<file path="config.mk">
export PLATFORM = sky130hd
export DESIGN_NAME = alu_sequencer
export DESIGN_NICKNAME = d
export VERILOG_FILES = /design/src/rtl/alu_sequencer.sv
export SDC_FILE = /design/constraint.sdc
export NUM_CORES = 1
export LEC_CHECK = 0
export ABC_CLOCK_PERIOD_IN_PS = 4040
export BUFFER_PORTS_ARGS = -buffer_cell sky130_fd_sc_hd__buf_2
export CAP_MARGIN = 20
export CORE_MARGIN = 4
export CORE_UTILIZATION = 32
export DETAILED_ROUTE_END_ITERATION = 7
export GPL_ROUTABILITY_DRIVEN = 0
export PLACE_DENSITY = 0.61
export SYNTH_ARGS = -nofsm -noshare
export SYNTH_HDL_FRONTEND = slang
export SYNTH_SLANG_ARGS = --single-unit
</file>
<file path="constraint.sdc">
create_clock -name clk -period 4.04 [get_ports clk]
set_input_delay 0.202 -clock clk [delete_from_list [all_inputs] [get_ports clk]]
set_output_delay 0.202 -clock clk [all_outputs]
set_load 0.05 [all_outputs]
</file>
<file path="src/rtl/alu_sequencer.sv">
// alu_sequencer: takes one decoded command per request handshake, drives the accumulator ALU
// strobes in order and returns the result. Defining ALU_SEQ_PRESERVE_EN enables ACC save/restore.
module alu_sequencer #(
    parameter int CNT_W = 16,
    parameter int ERR_W = 8
) (
    input  logic             clk,
    input  logic             rst,
    input  logic             req_valid,
    output logic             req_ready,
    input  logic [1:0]       req_cmd,
    input  logic [4:0]       req_op,
    input  logic [7:0]       req_operand,
    input  logic             req_preserve,
    output logic [4:0]       alu_opcode,
    output logic [7:0]       alu_data,
    output logic             alu_ctrl_sig,
    output logic             alu_tmp_write_en,
    output logic             alu_acc_write_en,
    output logic             alu_flags_write_en,
    output logic             alu_act_store,
    output logic             alu_act_restore,
    input  logic [7:0]       alu_out,
    input  logic [3:0]       alu_flags,
    output logic             resp_valid,
    input  logic             resp_ready,
    output logic [7:0]       resp_result,
    output logic [3:0]       resp_flags,
    output logic             resp_err,
    output logic [CNT_W-1:0] stat_ops,
    output logic [ERR_W-1:0] stat_errs
);
    // Handshakes: a transfer happens on the rising edge where valid && ready are both 1.
    // req_ready is 1 only in IDLE; resp_valid is 1 only in RESP and the payload holds until resp_ready.

    typedef enum logic [2:0] {
        S_IDLE, S_LOAD, S_EXEC, S_WRITE, S_SETTLE, S_RESTORE, S_RESP
    } state_t;

    localparam logic [1:0] CMD_ALU = 2'b00;
    localparam logic [1:0] CMD_LDA = 2'b01;
    localparam logic [1:0] CMD_LDF = 2'b10;
    localparam logic [1:0] CMD_BAD = 2'b11;
    localparam logic [4:0] OP_CMP  = 5'b00111;
    localparam logic [4:0] OP_DAA  = 5'b01100;
    localparam logic [4:0] OP_LAST = 5'b10001;

    state_t           state_q, state_d;
    logic [1:0]       cmd_q;
    logic [4:0]       op_q;
    logic [7:0]       operand_q;
    logic             err_q;
    logic [7:0]       result_q;
    logic [3:0]       flags_q;
    logic [CNT_W-1:0] ops_q;
    logic [ERR_W-1:0] errs_q;

    logic accept;
    logic req_alu;
    logic req_binary;
    logic req_pres;
    logic req_illegal;

`ifdef ALU_SEQ_PRESERVE_EN
    logic pres_q;
    logic binary_q;
`else
    logic unused_preserve;
    assign unused_preserve = req_preserve;
`endif

    assign accept = req_valid && (state_q == S_IDLE);

    always_comb begin
        req_alu    = (req_cmd == CMD_ALU);
        req_binary = (req_op <= OP_CMP);
`ifdef ALU_SEQ_PRESERVE_EN
        req_pres   = req_alu && req_preserve;
`else
        req_pres   = 1'b0;
`endif
        // CMP with preserve is rejected: the saved ACC slot is where CMP leaves its result.
        req_illegal = (req_cmd == CMD_BAD)
                   || (req_alu && ((req_op == OP_DAA) || (req_op > OP_LAST)))
                   || (req_pres && (req_op == OP_CMP));
    end

    always_ff @(posedge clk) begin
        if (rst) begin
            state_q   <= S_IDLE;
            cmd_q     <= 2'b00;
            op_q      <= 5'b00000;
            operand_q <= 8'h00;
            err_q     <= 1'b0;
            result_q  <= 8'h00;
            flags_q   <= 4'h0;
            ops_q     <= '0;
            errs_q    <= '0;
`ifdef ALU_SEQ_PRESERVE_EN
            pres_q    <= 1'b0;
            binary_q  <= 1'b0;
`endif
        end else begin
            state_q <= state_d;
            if (accept) begin
                cmd_q     <= req_cmd;
                op_q      <= req_op;
                operand_q <= req_operand;
                err_q     <= req_illegal;
`ifdef ALU_SEQ_PRESERVE_EN
                pres_q    <= req_pres && !req_illegal;
                binary_q  <= req_binary;
`endif
                if (req_illegal) begin
                    result_q <= 8'h00;
                    flags_q  <= 4'h0;
                end
            end
            if (state_q == S_SETTLE) begin
                result_q <= alu_out;
                flags_q  <= alu_flags;
            end
            if ((state_q == S_RESP) && resp_ready) begin
                if (err_q) begin
                    if (errs_q != {ERR_W{1'b1}}) begin
                        errs_q <= errs_q + ERR_W'(1);
                    end
                end else begin
                    ops_q <= ops_q + CNT_W'(1);
                end
            end
        end
    end

    always_comb begin
        state_d = state_q;
        case (state_q)
            S_IDLE: begin
                if (req_valid) begin
                    if (req_illegal) begin
                        state_d = S_RESP;
                    end else if (req_alu) begin
                        state_d = req_binary ? S_LOAD : S_EXEC;
                    end else begin
                        state_d = S_WRITE;
                    end
                end
            end
            S_LOAD:    state_d = S_EXEC;
            S_EXEC:    state_d = S_SETTLE;
            S_WRITE:   state_d = S_SETTLE;
`ifdef ALU_SEQ_PRESERVE_EN
            S_SETTLE:  state_d = pres_q ? S_RESTORE : S_RESP;
`else
            S_SETTLE:  state_d = S_RESP;
`endif
            S_RESTORE: state_d = S_RESP;
            S_RESP:    state_d = resp_ready ? S_IDLE : S_RESP;
            default:   state_d = S_IDLE;
        endcase
    end

    // All ALU strobes decode from the registered state, so each lasts exactly one cycle.
    always_comb begin
        req_ready          = (state_q == S_IDLE);
        resp_valid         = (state_q == S_RESP);
        resp_err           = (state_q == S_RESP) && err_q;
        alu_tmp_write_en   = (state_q == S_LOAD);
        alu_ctrl_sig       = (state_q == S_EXEC);
        alu_acc_write_en   = (state_q == S_WRITE) && (cmd_q == CMD_LDA);
        alu_flags_write_en = (state_q == S_WRITE) && (cmd_q == CMD_LDF);
        alu_data           = ((state_q == S_LOAD) || (state_q == S_WRITE)) ? operand_q : 8'h00;
`ifdef ALU_SEQ_PRESERVE_EN
        alu_act_store      = pres_q && ((state_q == S_LOAD) || ((state_q == S_EXEC) && !binary_q));
        alu_act_restore    = (state_q == S_RESTORE);
`else
        alu_act_store      = 1'b0;
        alu_act_restore    = 1'b0;
`endif
    end

    assign alu_opcode  = op_q;
    assign resp_result = result_q;
    assign resp_flags  = flags_q;
    assign stat_ops    = ops_q;
    assign stat_errs   = errs_q;

endmodule
</file>
# Yosys cells after proc, flatten, opt, wreduce, memory -nomap -nowiden
# Cells that the tools add are included.
# totals
wordCells,57
output_inout_bits,58
register_bits,55
# classes
magnitude_cmp,2
bitwise,1
mux,13
n_addsub,2
reduce_logical,18
eq_ne,12
# ops
operator,count
2-to-1 mux 8 bit,4
"adder 16 x 1 -> 16 bit, second input constant",1
case mux 3 bit (5 select lines),1
2-to-1 mux 4 bit,3
"equality test 3 bit, second input constant",3
2-to-1 mux 3 bit,3
"adder 8 x 1 -> 8 bit, second input constant",1
"!= test 8 bit, second input constant",1
"equality test 3 x 2 -> 1 bit, second input constant",2
logical AND 1 bit,6
"equality test 5 x 4 -> 1 bit, second input constant",1
"greater-than comparator 5 bit, second input constant",1
"<= comparator 5 x 3 -> 1 bit, second input constant",1
"equality test 2 bit, second input constant",2
2-to-1 mux 2 bit,2
AND reduction 2 bit,2
nonzero test 2 bit,2
OR reduction 2 bit,2
"equality test 3 x 1 -> 1 bit, second input constant",1
logical NOT 3 bit,1
logical OR 1 bit,3
AND reduction 3 bit,1
"equality test 2 x 1 -> 1 bit, second input constant",1
logical NOT 2 bit,1
2 further kinds,2

# Logic depth before layout (Yosys ltp)
# depth
ltp_word,7
mapped_depth,6

# Worst setup path after synthesis
# No wires, ideal clock.
# synth_path
path_kind,register to register
from,register state_q[0]
to,"register op_q[4], in the netlist alu_opcode[4]"
slack_ns,1.531
stages_incl_launch_ff,7
synth_period_minus_slack_ns,2.509
n_path_buf,2
t_arrival_ns,2.377
cell_sequence,dfxtp_1 clkbuf_1 nor3_1 nand2_1 clkbuf_1 nand2_1 a21oi_1
# synth_between
elab_chain_len,2
# synth_lines
item,line,rtl
from (decl),48,"state_t state_q, state_d;"
from (signal assigned),104,state_q <= state_d;
logical NOT 3 bit,-,
net req_ready,10,"output logic req_ready,"
logical AND 1 bit,72,assign accept = req_valid && (state_q == S_IDLE);
to (signal assigned),107,op_q <= req_op;
to (decl),50,logic [4:0] op_q;
# The timed path passes the listed nets, and every way through them passes these cells.
# A chain may end at the register's enable or synchronous reset.

# Worst setup path in the final report
# layout_path
from,register state_q[0]
to,output alu_acc_write_en
# layout_between
elab_chain_len,2
# layout_lines
item,line,rtl
equality test 3 x 2 -> 1 bit,170,alu_acc_write_en = (state_q == S_WRITE) && (cmd_q == CMD_LDA);
logical AND 1 bit,170,
to (decl),19,"output logic alu_acc_write_en,"
# No other way between the ends.

==> results.json <==
{
  "antenna_cells_inserted": 0,
  "cts_resized": 0,
  "finalSetupViolCount": 0,
  "final_max_slew_viol_count": 0,
  "detail_route.vias_per_cell": 4.829,
  "critical_path_cell_sequence": "nor2b_1, nand2_1, nor3b_1, buf_2",
  "max_freq_mhz": 438.4,
  "design.core.area_sq_um": 7253,
  "number_of_iterations_in_the_first_detailed_routing_pass": 4,
  "dominantRegCellSynth": "dfxtp_1",
  "port_buffers": 86,
  "synth_top_cell_by_area": "dfxtp_1",
  "final_cell_count_no_fill": 450,
  "finalCriticalPeriod_ps": 2281,
  "finalHoldViolCount": 0,
  "tritoncts.num_buffers": 5,
  "synthArstFlopShare_pct": 0,
  "grt_setup_unrepaired": "no",
  "setup_skew_after_layout_ps": 13.02,
  "post_synth_main_area_contributors": "dfxtp_1 (46%), nand2_1 (6.6%), a21oi_1 (6.1%)",
  "ratio_of_cells_with_drive_above_1_in_the_final_layout_pct": 28.21,
  "worstSetupPathType": "reg -> out",
  "io_pins": 90,
  "critical_path.startpoint_type": "register",
  "cts_htree_levels": 2,
  "worstMarginPinSlew_ps": 975.3,
  "kind_of_capture_point_of_the_worst_setup_path": "output port",
  "fp.dieW_um": 94.58,
  "number_of_vias_after_detailed_routing": 2173,
  "crit_path_top_delay_cell": "dfxtp_1",
  "grt_antenna_before_repair": 0,
  "initial_core_util_pct": 33.07,
  "grt_pass1_wl_um": 9459,
  "syn_avg_cell_area_sq_um": 8.754,
  "grt_max_degree": 47,
  "critPathMaxStageDelay_ps": 590,
  "route.detailed.wl_per_inst_um": 12.92,
  "p_leak_uw": 0.001265,
  "post_synthesis_instance_total": 274,
  "cell_with_the_most_instances_after_synthesis": "dfxtp_1",
  "synth.yosys.seq_area_share_pct": 45.91,
  "finalHoldWorstSlack_ps": 96.00,
  "crit_fanout": 12,
  "clockBufferDepth": 2,
  "number_of_antenna_violating_nets_in_the_routed_design": 0,
  "power_density_nw_per_um2": 445.4,
  "topRoutingLayerUsed": "met4",
  "period_share_pct": 56.46,
  "area_delta_synth_final_pct": 23.94,
  "clock_insertion_delay_worst_skew_ps": 310,
  "met3WireLength_um": 285,
  "total_wirelength_of_the_detailed_routed_design_um": 5815,
  "place_hpwl_um": 4204,
  "netlist-cell-type-count": 42,
  "tritoncts": "done",
  "critical_path_buf_inv_count": 1,
  "route.layer.met1.wl_um": 2769,
  "worst-endpoint-arrival_ps": 2080,
  "design.final.nets": 384,
  "drt_drc_violations_left": 0,
  "gr-usage-all-layers_pct": 13.05,
  "place.detailed.instances": 442,
  "fin_setup_tns_ps": 0,
  "synth-seq-cells": 55,
  "worst_setup_hold_path_clk_slew_ps": 110,
  "row_count": 31,
  "ys_top_cells_by_count": "dfxtp_1 (55), nand2_1 (42), a21oi_1 (29)",
  "maxSlewHeadroom_pct": 34.71,
  "vdd_ir_drop_max_v": 0.0001922,
  "max-cap-violations": 0,
  "first_global_vias": 2009,
  "globalRoute.totalOverflow": 0,
  "outcome": "finished clean",
  "clkSinkCount": 55,
  "die-area_sq_um": 8944,
  "hold_buffers": 0,
  "reg2reg_slack_ps": 1910,
  "clock_tree.root_cell": "clkbuf_8",
  "cell_area_after_synthesis_sq_um": 2399,
  "synth-edff-count": 0,
  "met2_wirelength_um": 2674,
  "synthesis.yosys.warnings": 0,
  "number_of_drc_markers_in_iteration_0": 55,
  "chipHeight_um": 94.58,
  "holdCritPathClass": "in -> reg",
  "post_cts_buffers": 0,
  "crit_required_ps": 3840,
  "yosys.area.top_type_share_pct": 45.91,
  "crit_family": "simple AND/OR/NAND/NOR gates"
}
## worst reg2reg max path, delay by kind of cell (launching register included)
| family | cells | cell delay, ps |
|---|---|---|
| flip-flops | 1 | 460 |
| AO/OA/AOI/OAI | 2 | 560 |
| AND/OR/NAND/NOR | 2 | 1040 |
## layout make-up
| class | instances | area (sq um) |
|---|---|---|
| Inverter | 3 | 11.26 |
| Clock buffer | 5 | 68.82 |
| Timing Repair Buffer | 86 | 430.4 |
| Tap cell | 99 | 123.9 |
| Fill cell | 775 | 4280 |
| Clock inverter | 3 | 28.78 |
| Multi-Input combinational cell | 199 | 1209 |
| Sequential cell | 55 | 1101 |
## power by group
group	switching (uW)	internal, uW	total, uW
clock network	193	129	322
logic	261	99.2	360
registers	47.6	594	641
total	502	822	1320
## worst paths after layout
check	start	endpoint	cells past startpoint
hold reg to reg	operand_q[2]	operand_q[2]	2
setup reg to reg	state_q[2]	resp_flags[3]	4
hold / removal	alu_out[7]	resp_result[7]	2
setup / recovery	state_q[0]	alu_acc_write_en	4
## logic make-up (layout without fill, tap and decap cells)
kind of cell / count (synthesis) / after routing / synth area share (%)
other cells: 1 / 2 / 0.1563
flops: 55 / 55 / 45.91
xor+xnor: 9 / 9 / 3.286
fa+ha+maj: 2 / 2 / 1.043
mux: 2 / 2 / 0.8347
simple gates: 120 / 120 / 27.65
compound gates: 64 / 64 / 17.27
buf+inv: 21 / 97 / 3.860
## placed cells by master (no fill, tap or decap), types with 3 or more instances in the layout
| master | count |
|---|---|
| xor2_1 | 4 |
| xnor2_1 | 5 |
| dfxtp_1 | 55 |
| inv_1 | 3 |
| nand3_1 | 6 |
| a22o_1 | 12 |
| or3_1 | 5 |
| a21oi_1 | 29 |
| o31ai_1 | 7 |
| nand2_1 | 42 |
| nor2b_1 | 3 |
| or4_1 | 7 |
| clkbuf_8 | 5 |
| and2_1 | 9 |
| and4b_1 | 4 |
| nor3_1 | 5 |
| o21ai_0 | 5 |
| buf_2 | 86 |
| o41ai_1 | 3 |
| nor2_1 | 15 |
| nor3b_1 | 6 |
| nand4_1 | 6 |
## through the flow
stage / util [%] / setup WS (ps) / cell area, sq um / total power, uW
2_1_floorplan: - / 1531 / 2402 / 930.4
3_3_place_gp: 39.64 / 1924 / 2875 / 1012
3_5_place_dp: 39.64 / 1904 / 2875 / 1017
4_1_cts: 40.99 / 1715 / 2973 / 1345
5_1_grt: 40.99 / 1402 / 2973 / 1393
6_report: 40.99 / 1759 / 2973 / 1324
## flip-flops by register name (all words and copies together), names as in the netlist
| register | flops |
|---|---|
| operand_q | 8 |
| stat_ops | 16 |
| resp_result | 8 |
| err_q | 1 |
| cmd_q | 2 |
| resp_flags | 4 |
| alu_opcode | 5 |
| stat_errs | 8 |
| state_q | 3 |
## metal layers
layer  global-route usage [%]  vias to the layer above
li1                         -                     1142
met1                    17.49                      976
met2                    20.98                       48
met3                    2.869                        7
met4                    3.966                        0
met5                        0                        -
Note: power is estimated with default switching activity, not from simulation.
